==> config.mk <==
export PLATFORM = sky130hd
export DESIGN_NAME = uart_frac_baud_gen
export DESIGN_NICKNAME = d
export VERILOG_FILES = /design/src/rtl/uart_frac_baud_gen.sv
export SDC_FILE = /design/constraint.sdc
export NUM_CORES = 1
export LEC_CHECK = 0
export ABC_AREA = 1
export CORE_MARGIN = 2
export CORE_UTILIZATION = 39
export CTS_CLUSTER_DIAMETER = 40
export DETAILED_ROUTE_END_ITERATION = 8
export GPL_TIMING_DRIVEN = 0
export HOLD_SLACK_MARGIN = 0.1
export SKIP_CTS_REPAIR_TIMING = 1
export SLEW_MARGIN = 10
export SYNTH_ARGS = -nofsm -noshare
export SYNTH_HDL_FRONTEND = slang
export SYNTH_SLANG_ARGS = --single-unit
==> constraint.sdc <==
create_clock -name clk -period 2.87 [get_ports clk]
set_input_delay 0.287 -clock clk [delete_from_list [all_inputs] [get_ports clk]]
set_output_delay 0.287 -clock clk [all_outputs]
set_load 0.05 [all_outputs]
==> src/rtl/uart_frac_baud_gen.sv <==
// Fractional-N oversample/bit tick generator for the UART datapath.
// A shadow divisor is loaded at any time and becomes active only on a bit boundary or while idle.
module uart_frac_baud_gen #(
    parameter int CLK_FREQ   = 50000000,
    parameter int BAUD_RATE  = 1000000,
    parameter int OVERSAMPLE = 16,
    parameter int DIV_WIDTH  = 16,
    parameter int FRAC_BITS  = 4
) (
    input  logic                          clk,
    input  logic                          reset,
    input  logic                          enable,
    input  logic [DIV_WIDTH-1:0]          div_int,
    input  logic [FRAC_BITS-1:0]          div_frac,
    input  logic                          div_load,
    output logic                          os_tick,
    output logic                          baud_tick,
    output logic [$clog2(OVERSAMPLE)-1:0] os_phase,
    output logic                          cfg_pending,
    output logic                          cfg_err
);

    localparam int     PW  = $clog2(OVERSAMPLE);
    localparam longint DEN = longint'(BAUD_RATE) * longint'(OVERSAMPLE);
    localparam longint D0  = ((longint'(CLK_FREQ) <<< FRAC_BITS) + DEN / 2) / DEN;
    localparam logic [DIV_WIDTH-1:0] DEF_INT  = DIV_WIDTH'(D0 >>> FRAC_BITS);
    localparam logic [FRAC_BITS-1:0] DEF_FRAC = FRAC_BITS'(D0);

    logic [DIV_WIDTH-1:0] act_int_q, act_int_d;
    logic [FRAC_BITS-1:0] act_frac_q, act_frac_d;
    logic [DIV_WIDTH-1:0] shd_int_q, shd_int_d;
    logic [FRAC_BITS-1:0] shd_frac_q, shd_frac_d;
    logic                 pending_q, pending_d;
    logic                 err_q, err_d;
    logic [FRAC_BITS-1:0] acc_q, acc_d;
    logic [DIV_WIDTH-1:0] cnt_q, cnt_d;
    logic [PW-1:0]        phase_q, phase_d;
    logic                 os_tick_q, os_tick_d;
    logic                 baud_tick_q, baud_tick_d;

    logic [FRAC_BITS:0]   frac_sum;
    logic [DIV_WIDTH:0]   last_cnt;
    logic                 period_end;
    logic                 is_baud;
    logic                 load_ok;
    logic                 load_bad;
    logic                 apply;

    // The carry of acc + act_frac stretches the current period by one cycle.
    assign frac_sum   = {1'b0, acc_q} + {1'b0, act_frac_q};
    assign last_cnt   = {1'b0, act_int_q} + (DIV_WIDTH+1)'(frac_sum[FRAC_BITS]) - (DIV_WIDTH+1)'(1);
    assign period_end = enable && ({1'b0, cnt_q} == last_cnt);
    // The bit ends on the tick that advances os_phase to its last index.
    assign is_baud    = period_end && (phase_q == PW'(OVERSAMPLE - 2));
    assign load_ok    = div_load && (div_int >= DIV_WIDTH'(2));
    assign load_bad   = div_load && (div_int <  DIV_WIDTH'(2));
    assign apply      = pending_q && (is_baud || !enable);

    always_comb begin
        act_int_d   = act_int_q;
        act_frac_d  = act_frac_q;
        shd_int_d   = shd_int_q;
        shd_frac_d  = shd_frac_q;
        pending_d   = pending_q;
        err_d       = err_q;
        acc_d       = acc_q;
        cnt_d       = cnt_q;
        phase_d     = phase_q;
        os_tick_d   = 1'b0;
        baud_tick_d = 1'b0;

        if (load_ok) begin
            shd_int_d  = div_int;
            shd_frac_d = div_frac;
            pending_d  = 1'b1;
            err_d      = 1'b0;
        end else if (load_bad) begin
            err_d = 1'b1;
        end

        // A load on the apply edge stays pending; the older shadow value is applied.
        if (apply) begin
            act_int_d  = shd_int_q;
            act_frac_d = shd_frac_q;
            if (!load_ok) begin
                pending_d = 1'b0;
            end
        end

        if (!enable) begin
            cnt_d   = '0;
            acc_d   = '0;
            phase_d = '0;
        end else if (period_end) begin
            os_tick_d   = 1'b1;
            baud_tick_d = is_baud;
            cnt_d       = '0;
            phase_d     = phase_q + PW'(1);
            acc_d       = apply ? '0 : frac_sum[FRAC_BITS-1:0];
        end else begin
            cnt_d = cnt_q + DIV_WIDTH'(1);
        end
    end

    always_ff @(posedge clk or posedge reset) begin
        if (reset) begin
            act_int_q   <= DEF_INT;
            act_frac_q  <= DEF_FRAC;
            shd_int_q   <= DEF_INT;
            shd_frac_q  <= DEF_FRAC;
            pending_q   <= 1'b0;
            err_q       <= 1'b0;
            acc_q       <= '0;
            cnt_q       <= '0;
            phase_q     <= '0;
            os_tick_q   <= 1'b0;
            baud_tick_q <= 1'b0;
        end else begin
            act_int_q   <= act_int_d;
            act_frac_q  <= act_frac_d;
            shd_int_q   <= shd_int_d;
            shd_frac_q  <= shd_frac_d;
            pending_q   <= pending_d;
            err_q       <= err_d;
            acc_q       <= acc_d;
            cnt_q       <= cnt_d;
            phase_q     <= phase_d;
            os_tick_q   <= os_tick_d;
            baud_tick_q <= baud_tick_d;
        end
    end

    assign os_tick     = os_tick_q;
    assign baud_tick   = baud_tick_q;
    assign os_phase    = phase_q;
    assign cfg_pending = pending_q;
    assign cfg_err     = err_q;

endmodule

Word-level counts from Yosys, hierarchy flattened
Index checks and enable logic that the tools add are counted.
{"block": "op_classes", "shift": 0, "n_mul": 0, "n_bitwise": 0, "div_mod_pow": 0, "eq_ne": 3, "mux": 16, "n_lt_le_gt_ge": 2, "reduce_logical": 8, "add_sub_neg": 5}
{"operator": "16-bit two-way mux", "count": 2}
{"operator": "4-bit two-way mux", "count": 5}
{"operator": "16-bit by 1-bit adder with 17-bit output", "count": 1}
{"operator": "16-bit by 17-bit == test with 1-bit output", "count": 1}
{"operator": "17-bit by 1-bit subtractor with 17-bit output, second input constant", "count": 1}
{"operator": "16-bit by 1-bit adder with 16-bit output, second input constant", "count": 1}
{"operator": "16-bit by 2-bit greater-or-equal comparator with 1-bit output, second input constant", "count": 1}
{"operator": "16-bit by 2-bit less-than comparator with 1-bit output, second input constant", "count": 1}
{"operator": "1-bit two-way mux", "count": 9}
{"operator": "4-bit by 4-bit adder with 5-bit output", "count": 1}
{"operator": "1-bit logical AND", "count": 5}
{"operator": "4-bit by 1-bit adder with 4-bit output, second input constant", "count": 1}
{"operator": "4-bit == test, second input constant", "count": 1}
{"operator": "2-bit by 1-bit inequality test with 1-bit output, second input constant", "count": 1}
{"operator": "2-bit nonzero test", "count": 1}
{"operator": "1-bit zero test", "count": 1}
{"operator": "1-bit logical OR", "count": 1}
{"block": "word_totals", "in_bits": 24, "rom_bits": 0, "ff_bits": 68, "ramBits": 0, "out_inout_bits": 8, "word_cells": 45, "memories": 0, "latchBits": 0}

Depth between registers and ports, before layout
Gate-level depths: netlist (run 1).
{"block": "depth", "ltp_word": 11, "depth_mapped": 23, "ltp_nobuf": 23}

Worst setup path before layout (run 1)
Ideal clock, no wire load.
{"block": "synth_timing", "path_kind": "register to register", "start": "reg act_frac_q[0]", "end": "reg act_int_q[2]", "required_time_ns": 2.753, "arrival_time_ns": 2.910, "setup_time_ns": 0.117, "stages_incl_launch_ff": 24, "n_path_buf": 1, "slack_ns": -0.157, "path_cell_list": "dfrtp_1 ha_1 fa_1 nand2_1 nand2_1 a21oi_1 ha_1 ha_1 inv_1 nand2_1 nand2_1 nand2_1 nand2_1 nor2_1 nand2_1 nor2_1 nand2_2 nor2_4 nand3_4 o21bai_4 nand2_4 buf_6 nand2_1 nand2_1"}
{"block": "synth_between", "elab_chain_cells": 8}
{"element": "from (decl)", "line_no": "30", "text": "logic [FRAC_BITS-1:0] act_frac_q, act_frac_d;"}
{"element": "from (signal assigned)", "line_no": "120", "text": "act_frac_q <= act_frac_d;"}
{"element": "4-bit by 4-bit adder with 5-bit output", "line_no": "50", "text": "assign frac_sum = {1'b0, acc_q} + {1'b0, act_frac_q};"}
{"element": "16-bit by 1-bit adder with 17-bit output", "line_no": "51", "text": "assign last_cnt = {1'b0, act_int_q} + (DIV_WIDTH+1)'(frac_sum[FRAC_BITS]) - (DIV_WIDTH+1)'(1);"}
{"element": "17-bit by 1-bit subtractor with 17-bit output", "line_no": "51"}
{"element": "16-bit by 17-bit == test with 1-bit output", "line_no": "52", "text": "assign period_end = enable && ({1'b0, cnt_q} == last_cnt);"}
{"element": "1-bit logical AND", "line_no": "52"}
{"element": "1-bit logical AND", "line_no": "54", "text": "assign is_baud = period_end && (phase_q == PW'(OVERSAMPLE - 2));"}
{"element": "1-bit logical OR", "line_no": "57", "text": "assign apply = pending_q && (is_baud || !enable);"}
{"element": "1-bit logical AND", "line_no": "57"}
{"element": "to (signal assigned)", "line_no": "119", "text": "act_int_q <= act_int_d;"}
{"element": "to (decl)", "line_no": "29", "text": "logic [DIV_WIDTH-1:0] act_int_q, act_int_d;"}
Every way passes these cells.
A chain may end at the register's enable or synchronous reset.

Worst setup path in the final report (run 1)
{"block": "layout_timing", "start": "reg act_frac_q[0]", "end": "reg act_frac_q[2]"}
{"block": "layout_between", "elab_chain_cells": 8}
{"element": "4-bit by 4-bit adder with 5-bit output", "line_no": "50"}
{"element": "16-bit by 1-bit adder with 17-bit output", "line_no": "51"}
{"element": "17-bit by 1-bit subtractor with 17-bit output", "line_no": "51"}
{"element": "16-bit by 17-bit == test with 1-bit output", "line_no": "52"}
{"element": "1-bit logical AND", "line_no": "52"}
{"element": "1-bit logical AND", "line_no": "54"}
{"element": "1-bit logical OR", "line_no": "57"}
{"element": "1-bit logical AND", "line_no": "57"}
Every way passes these cells.

==> results.py, run 1 <==
metrics = {
    "outcome": {
        "status": "finished with violations",
        "failed_checks": "setup timing",
    },
    "timing": {
        "worst_slew_pin_slew_ps": 493.1,
        "max_freq_mhz": 315.1,
        "slew_viol_final": 0,
        "hold_ws_ps": 283.0,
        "hold_violations": 0,
        "finalClockSkew_ps": 9.584,
        "rsz0062_at_grt": "yes",
        "finalCritPeriodShare_pct": 110.6,
        "slew_headroom_pct": 67.02,
        "period_needed_ps": 3174,
        "setup_violations": 47,
        "worst_slack_ps": -303.8,
        "fin_setup_tns_ps": -11400,
    },
    "layout": {
        "drive_gt1_share_pct": 18.01,
        "num_antenna_cells": 0,
        "final_common_cell": "nand2_1",
        "fill_cells": 966,
        "mostFrequentLayoutCells": "nand2_1, dfrtp_1, nand3_1",
        "finalInstanceArea_um2": 4736,
        "fin_nets": 573,
        "area_delta_synth_final_pct": 26.04,
    },
    "setup_path": {
        "timing.rr.start": "act_frac_q[0]$_DFFE_PP0P_",
        "crit_path_cell_trace": "ha_2 -> fa_2 -> nand2_2 -> nand2_2 -> a21oi_2 -> ha_2 -> ha_4 -> inv_2 -> nand2_1 -> nand2_1 -> nand3_2 -> nor2_2 -> nand2_1 -> nor2_2 -> nand2_2 -> nor2_4 -> nand3_4 -> o21bai_4 -> nand2_4 -> buf_6 -> nand2_1 -> nand2_1",
        "max_stage_delay_ps": 390,
        "worst_r2r_path_depth": 22,
        "arrival_ps": 3420,
        "reg2reg_to": "act_frac_q[2]$_DFFE_PP0P_",
        "path_max_fanout": 10,
        "cp_common_cell": "nand2_1",
        "r2r_setup_slack_ps": -300,
        "path_class": "register to register",
        "end_kind": "register",
        "required_ps": 3120,
        "startpoint_type": "register",
        "critPathSlowestCell": "dfrtp_1",
    },
    "route": {
        "firstDrtPassIters": 4,
        "drt-initial-drc-count": 82,
        "ant_nets": 0,
        "drc_errors": 0,
        "wl_per_cell_um": 11.95,
        "vias": 3141,
        "finalWirelength_mm": 8.042,
        "avgViaCountPerCell": 4.667,
    },
    "pwr": {
        "p_int_uw": 1590,
        "pwr-share-clk_pct": 31.0,
        "power_density_nw_per_um2": 501.1,
        "swShare_pct": 33.00,
        "switchingPower_uw": 783.2,
        "leakage_uw": 0.002326,
        "comb_power_share_pct": 22.4,
        "p_total_uw": 2373,
        "peakVddDrop_uv": 241.2,
        "sequentialPowerShare_pct": 46.6,
    },
    "clocking": {
        "cts_tree": "built",
        "cts_root_buf": "clkbuf_8",
        "clock-sinks": 68,
        "clk_latency_ps": 350,
        "clk_pin_slew_ps": 90,
        "max-clock-path-buffers": 2,
        "cts_made_buffers": 9,
        "htree_levels": 3,
    },
    "die": {
        "ios": 32,
        "die_area_um2": 10440,
        "coreArea_um2": 9284,
        "die_height_um": 102.2,
        "fp.dieW_um": 102.2,
        "start_util_pct": 40.47,
        "row_count": 35,
    },
    "global_route": {
        "antenna_found_initial": 0,
        "grt_max_degree": 37,
        "grt_pass1_wl_mm": 13.18,
        "first_global_vias": 2968,
        "grt.overflow.total": 0,
        "grt_usage_pct": 16.20,
    },
    "logic_synthesis": {
        "avgSynthCellArea_um2": 7.779,
        "synth_ff_type": "dfrtp_1",
        "ys_ff_latch": 68,
        "yosysUniqueCellTypes": 39,
        "syn_inst": 483,
        "synth-async-reset-ratio_pct": 100.0,
        "synth_area_leaders": "dfrtp_1, nand2_1, nand3_1",
        "netlist_area_um2": 3757,
        "yosysSeqAreaShare_pct": 45.49,
        "synth_edf_count": 0,
        "yosysWarnings": 0,
        "yosys.area.top_type_share_pct": 41.29,
        "syn_nets": 517,
        "synth_top_area_cell": "dfrtp_1",
    },
    "placed_design": {
        "portBuffers": 31,
        "dp_slack_ps": -404.1,
        "gp_congestion": 0.8486,
        "place_area_um2": 4272,
        "dp_hpwl_mm": 5.781,
    },
    "worst_hold_path": {
        "hold_class": "input pin to async pin",
    },
    "job": {
        "maxCapViolations": 0,
    },
}
## registers in the layout, summed over array words and instances, names as in the netlist
| register | flops |
|---|---|
| acc_q | 4 |
| act_frac_q | 4 |
| act_int_q | 16 |
| baud_tick | 1 |
| cfg_err | 1 |
| cfg_pending | 1 |
| cnt_q | 16 |
| os_phase | 4 |
| os_tick | 1 |
| shd_frac_q | 4 |
| shd_int_q | 16 |
## final cells by class
type | instances | area, um2 | area share, %
Timing Repair Buffer | 45 | 473.0 | 9.987
Inverter | 44 | 175.2 | 3.699
Tap cell | 129 | 161.4 | 3.408
Clock inverter | 7 | 58.81 | 1.242
Sequential cell | 68 | 1709 | 36.09
Multi-Input combinational cell | 356 | 1916 | 40.45
Buffer | 15 | 118.9 | 2.510
Clock buffer | 9 | 123.9 | 2.616
## cell families after synthesis
logic type	synth area share (%)
AND/OR/NAND/NOR	35.30
flip-flops	45.49
buffers and inverters	7.093
AO/OA/AOI/OAI	4.163
XOR/XNOR	4.429
adder cells (fa/ha/maj)	3.530
## power groups by stage
stage | Sequential, uW | Combinational (uW) | Clock, uW
2_1_floorplan | 1110 | 362 | 0
5_1_grt | 1120 | 604 | 796
3_5_place_dp | 1120 | 477 | 0
4_1_cts | 1110 | 480 | 750
6_report | 1110 | 531 | 736
3_3_place_gp | 1120 | 467 | 0
## worst max path at each step
stage | from | endpoint | slack (ps) | depth (start not counted)
4_1_cts | act_frac_q[0]$_DFFE_PP0P_ | acc_q[3]$_DFFE_PP0P_ | -430 | 23
3_5_place_dp | act_frac_q[0]$_DFFE_PP0P_ | cnt_q[7]$_DFF_PP0_ | -400 | 23
3_3_place_gp | reset | os_phase[1]$_DFFE_PP0P_ | -350 | 2
2_1_floorplan | act_frac_q[0]$_DFFE_PP0P_ | act_int_q[2]$_DFFE_PP0P_ | -20 | 22
6_report | act_frac_q[0]$_DFFE_PP0P_ | act_frac_q[2]$_DFFE_PP0P_ | -300 | 22
5_1_grt | act_frac_q[0]$_DFFE_PP0P_ | act_int_q[6]$_DFFE_PP0P_ | -510 | 23
## cells in the mapped netlist (2+ instances only)
| master | count |
|---|---|
| nand2_2 | 3 |
| inv_2 | 2 |
| nor4_1 | 3 |
| nand4_1 | 6 |
| xnor2_1 | 9 |
| ha_1 | 9 |
| nand3b_1 | 3 |
| nand2_4 | 2 |
| clkbuf_1 | 6 |
| dfstp_2 | 6 |
| nor2_2 | 5 |
| o21ai_0 | 5 |
| nor2_4 | 2 |
| inv_1 | 41 |
| nand3_2 | 2 |
| o21ai_1 | 4 |
| clkbuf_2 | 2 |
| nand3_1 | 40 |
| xor2_1 | 10 |
| o31ai_1 | 2 |
| dfrtp_1 | 62 |
| or2_2 | 2 |
| nor3_1 | 4 |
| o2111ai_1 | 3 |
| buf_6 | 5 |
| nand2_1 | 190 |
| nor2_1 | 38 |
| a21oi_1 | 6 |
## metrics by stage
step                utilization, %  std cells
CTS                          47.98        660
finish                       51.01        673
detailed placement           46.01        644
floorplan                        -        483
global placement             45.77        643
global route                 51.01        673
## worst max-delay path, delay by kind of cell (launching register included)
family	cells	cell delay, ps
simple gates	14	1150
fa+ha+maj	4	980
flops	1	390
compound gates	2	350
buf+inv	2	190
## metal layers
layer  GRT usage (%)  vias up  wire length (um)
met5               0        -                 0
met4           6.974        0               196
met3           2.873       12               259
met2           27.68       57              3823
met1           20.21     1433              3763
li1                -     1639                 -
Note: power is estimated with default switching activity, not from simulation.
==> run 2: changes to the inputs <==
CORE_ASPECT_RATIO = 0.75   (was default)
==> run 2 against run 1 <==
Against the previous run: the run still ends with setup timing left; cell area rose by 2.8%; core utilization rose by 1.9 points; fmax rose by 1.0%; critical path depth did not move; die area barely moved; sequential cell count did not move; first-iteration DRC count rose by 120%; largest cell class unchanged; largest power group is now clock.
==> results.py, run 2 (same netlist as run 1, synthesis figures left out) <==
metrics = {
    "global_route": {
        "grtUsageMet2_pct": 27.27,
        "grt_use_met3_pct": 5.293,
        "use_met1_pct": 23.28,
        "first_global_vias": 3060,
        "grt_max_degree": 41,
        "grt_pass1_wl_mm": 14.25,
        "grt.overflow.total": 0,
        "antenna_found_initial": 0,
        "top_usage_layer": "met2",
        "grt_usage_pct": 17.22,
    },
    "die": {
        "ios": 32,
        "coreArea_um2": 9196,
        "row_count": 30,
        "die_height_um": 89.01,
        "die_area_um2": 10440,
        "start_util_pct": 40.86,
        "fp.dieW_um": 117.3,
    },
    "placed_design": {
        "dp_slack_ps": -361.0,
        "dp_cells": 643,
        "gp_congestion": 0.7875,
        "dp_hpwl_mm": 6.041,
        "portBuffers": 31,
        "place_area_um2": 4270,
    },
    "timing": {
        "worst_slew_pin_slew_ps": 510.7,
        "slew_viol_final": 0,
        "hold_violations": 0,
        "finalCritPeriodShare_pct": 109.4,
        "hold_ws_ps": 294.3,
        "slew_headroom_pct": 65.85,
        "max_freq_mhz": 318.4,
        "finalClockSkew_ps": 10.50,
        "worst_slack_ps": -270.9,
        "rsz0062_at_grt": "yes",
        "setup_violations": 46,
        "period_needed_ps": 3141,
    },
    "layout": {
        "fill_cells": 901,
        "top_regs": "act_int_q: 16 flops, cnt_q: 16 flops, shd_int_q: 16 flops",
        "drive_gt1_share_pct": 20.26,
        "final_common_cell": "nand2_1",
        "fin_nets": 572,
        "finalInstanceArea_um2": 4867,
        "seq_area_um2": 1709,
        "num_antenna_cells": 0,
        "mostFrequentLayoutCells": "nand2_1, dfrtp_1, nand3_1",
        "finalNonFillerCells": 671,
        "area_delta_synth_final_pct": 29.54,
        "multi_input_area_um2": 1939,
    },
    "setup_path": {
        "critPathSlowestCell": "dfrtp_1",
        "cpLargestDelayFamily": "simple AND/OR/NAND/NOR gates",
        "arrival_ps": 3360,
        "path_max_fanout": 10,
        "cp_common_cell": "nand2_1",
        "startpoint_type": "register",
        "required_ps": 3090,
        "path_class": "register to register",
        "crit_path_cell_trace": "ha_2 -> fa_2 -> nand2_1 -> nand2_1 -> a21oi_2 -> ha_2 -> ha_4 -> inv_2 -> nand2_2 -> nand2_2 -> nand3_2 -> nor2_2 -> nand2_1 -> nor2_2 -> nand2_2 -> nor2_4 -> nand3_4 -> o21bai_4 -> nand2_4 -> buf_6 -> nand2_1 -> nand2_1",
        "max_stage_delay_ps": 380,
        "path_buf_inv": 2,
        "end_kind": "register",
    },
    "clocking": {
        "htree_levels": 3,
        "clock-sinks": 68,
        "max-clock-path-buffers": 2,
        "clk_pin_slew_ps": 60,
        "cts_made_buffers": 9,
        "cts_root_buf": "clkbuf_16",
        "cts_tree": "built",
        "clk_latency_ps": 340,
    },
    "route": {
        "finalWirelength_mm": 8.429,
        "avgViaCountPerCell": 4.747,
        "firstDrtPassIters": 4,
        "drc_errors": 0,
        "ant_nets": 0,
        "wl_per_cell_um": 12.56,
        "vias": 3185,
        "drt-initial-drc-count": 181,
    },
    "outcome": {
        "failed_checks": "setup timing",
        "status": "finished with violations",
    },
    "pwr": {
        "power_density_nw_per_um2": 566.3,
        "p_total_uw": 2756,
        "peakVddDrop_uv": 282.1,
        "leakage_uw": 0.002390,
    },
    "job": {
        "maxCapViolations": 0,
    },
    "worst_hold_path": {
        "hold_class": "input pin to async pin",
    },
}
run 2: stage by stage:
step / utilization, % / TNS [ps]
6_report: 52.93 / -8161
5_1_grt: 52.93 / -19140
4_1_cts: 49.71 / -15490
3_5_place_dp: 46.44 / -14470
3_3_place_gp: 46.19 / -32420
2_1_floorplan: - / -378.8
run 2: final timing paths:
kind                                      startpoint                         to  slack [ps]  cells past startpoint
max                        act_frac_q[0]$_DFFE_PP0P_  act_int_q[10]$_DFFE_PP0P_        -270                     22
min reg2reg                 act_int_q[0]$_DFFE_PP1P_   act_int_q[0]$_DFFE_PP1P_         460                      2
min in group clk                          div_int[0]   shd_int_q[0]$_DFFE_PP1P_         450                      3
max reg2reg                act_frac_q[0]$_DFFE_PP0P_  act_int_q[10]$_DFFE_PP0P_        -270                     22
max in group asynchronous                      reset   act_int_q[1]$_DFFE_PP1P_        1980                      3
min                                            reset  shd_frac_q[0]$_DFFE_PP0P_         290                      2
run 2: cell type report:
| cell class | count | share of cell area [%] |
|---|---|---|
| plain buffers | 15 | 2.442 |
| clock buffers | 9 | 4.627 |
| clock inverters | 7 | 1.568 |
| inverters | 44 | 3.599 |
| multi-input cells | 356 | 39.85 |
| flip-flops and latches | 68 | 35.12 |
| well taps | 128 | 3.290 |
| repair buffers | 44 | 9.512 |
run 2: per-layer routing:
metal  up-vias  share of wire [%]
li1       1646                  -
met5         -                  0
met4         0                1.1
met3        10                4.7
met1      1464                 52
met2        65                 43
run 2: power breakdown:
group	switching (uW)	internal (uW)
sequential	74.2	1040
clock	440	676
combinational	305	222
total	820	1940
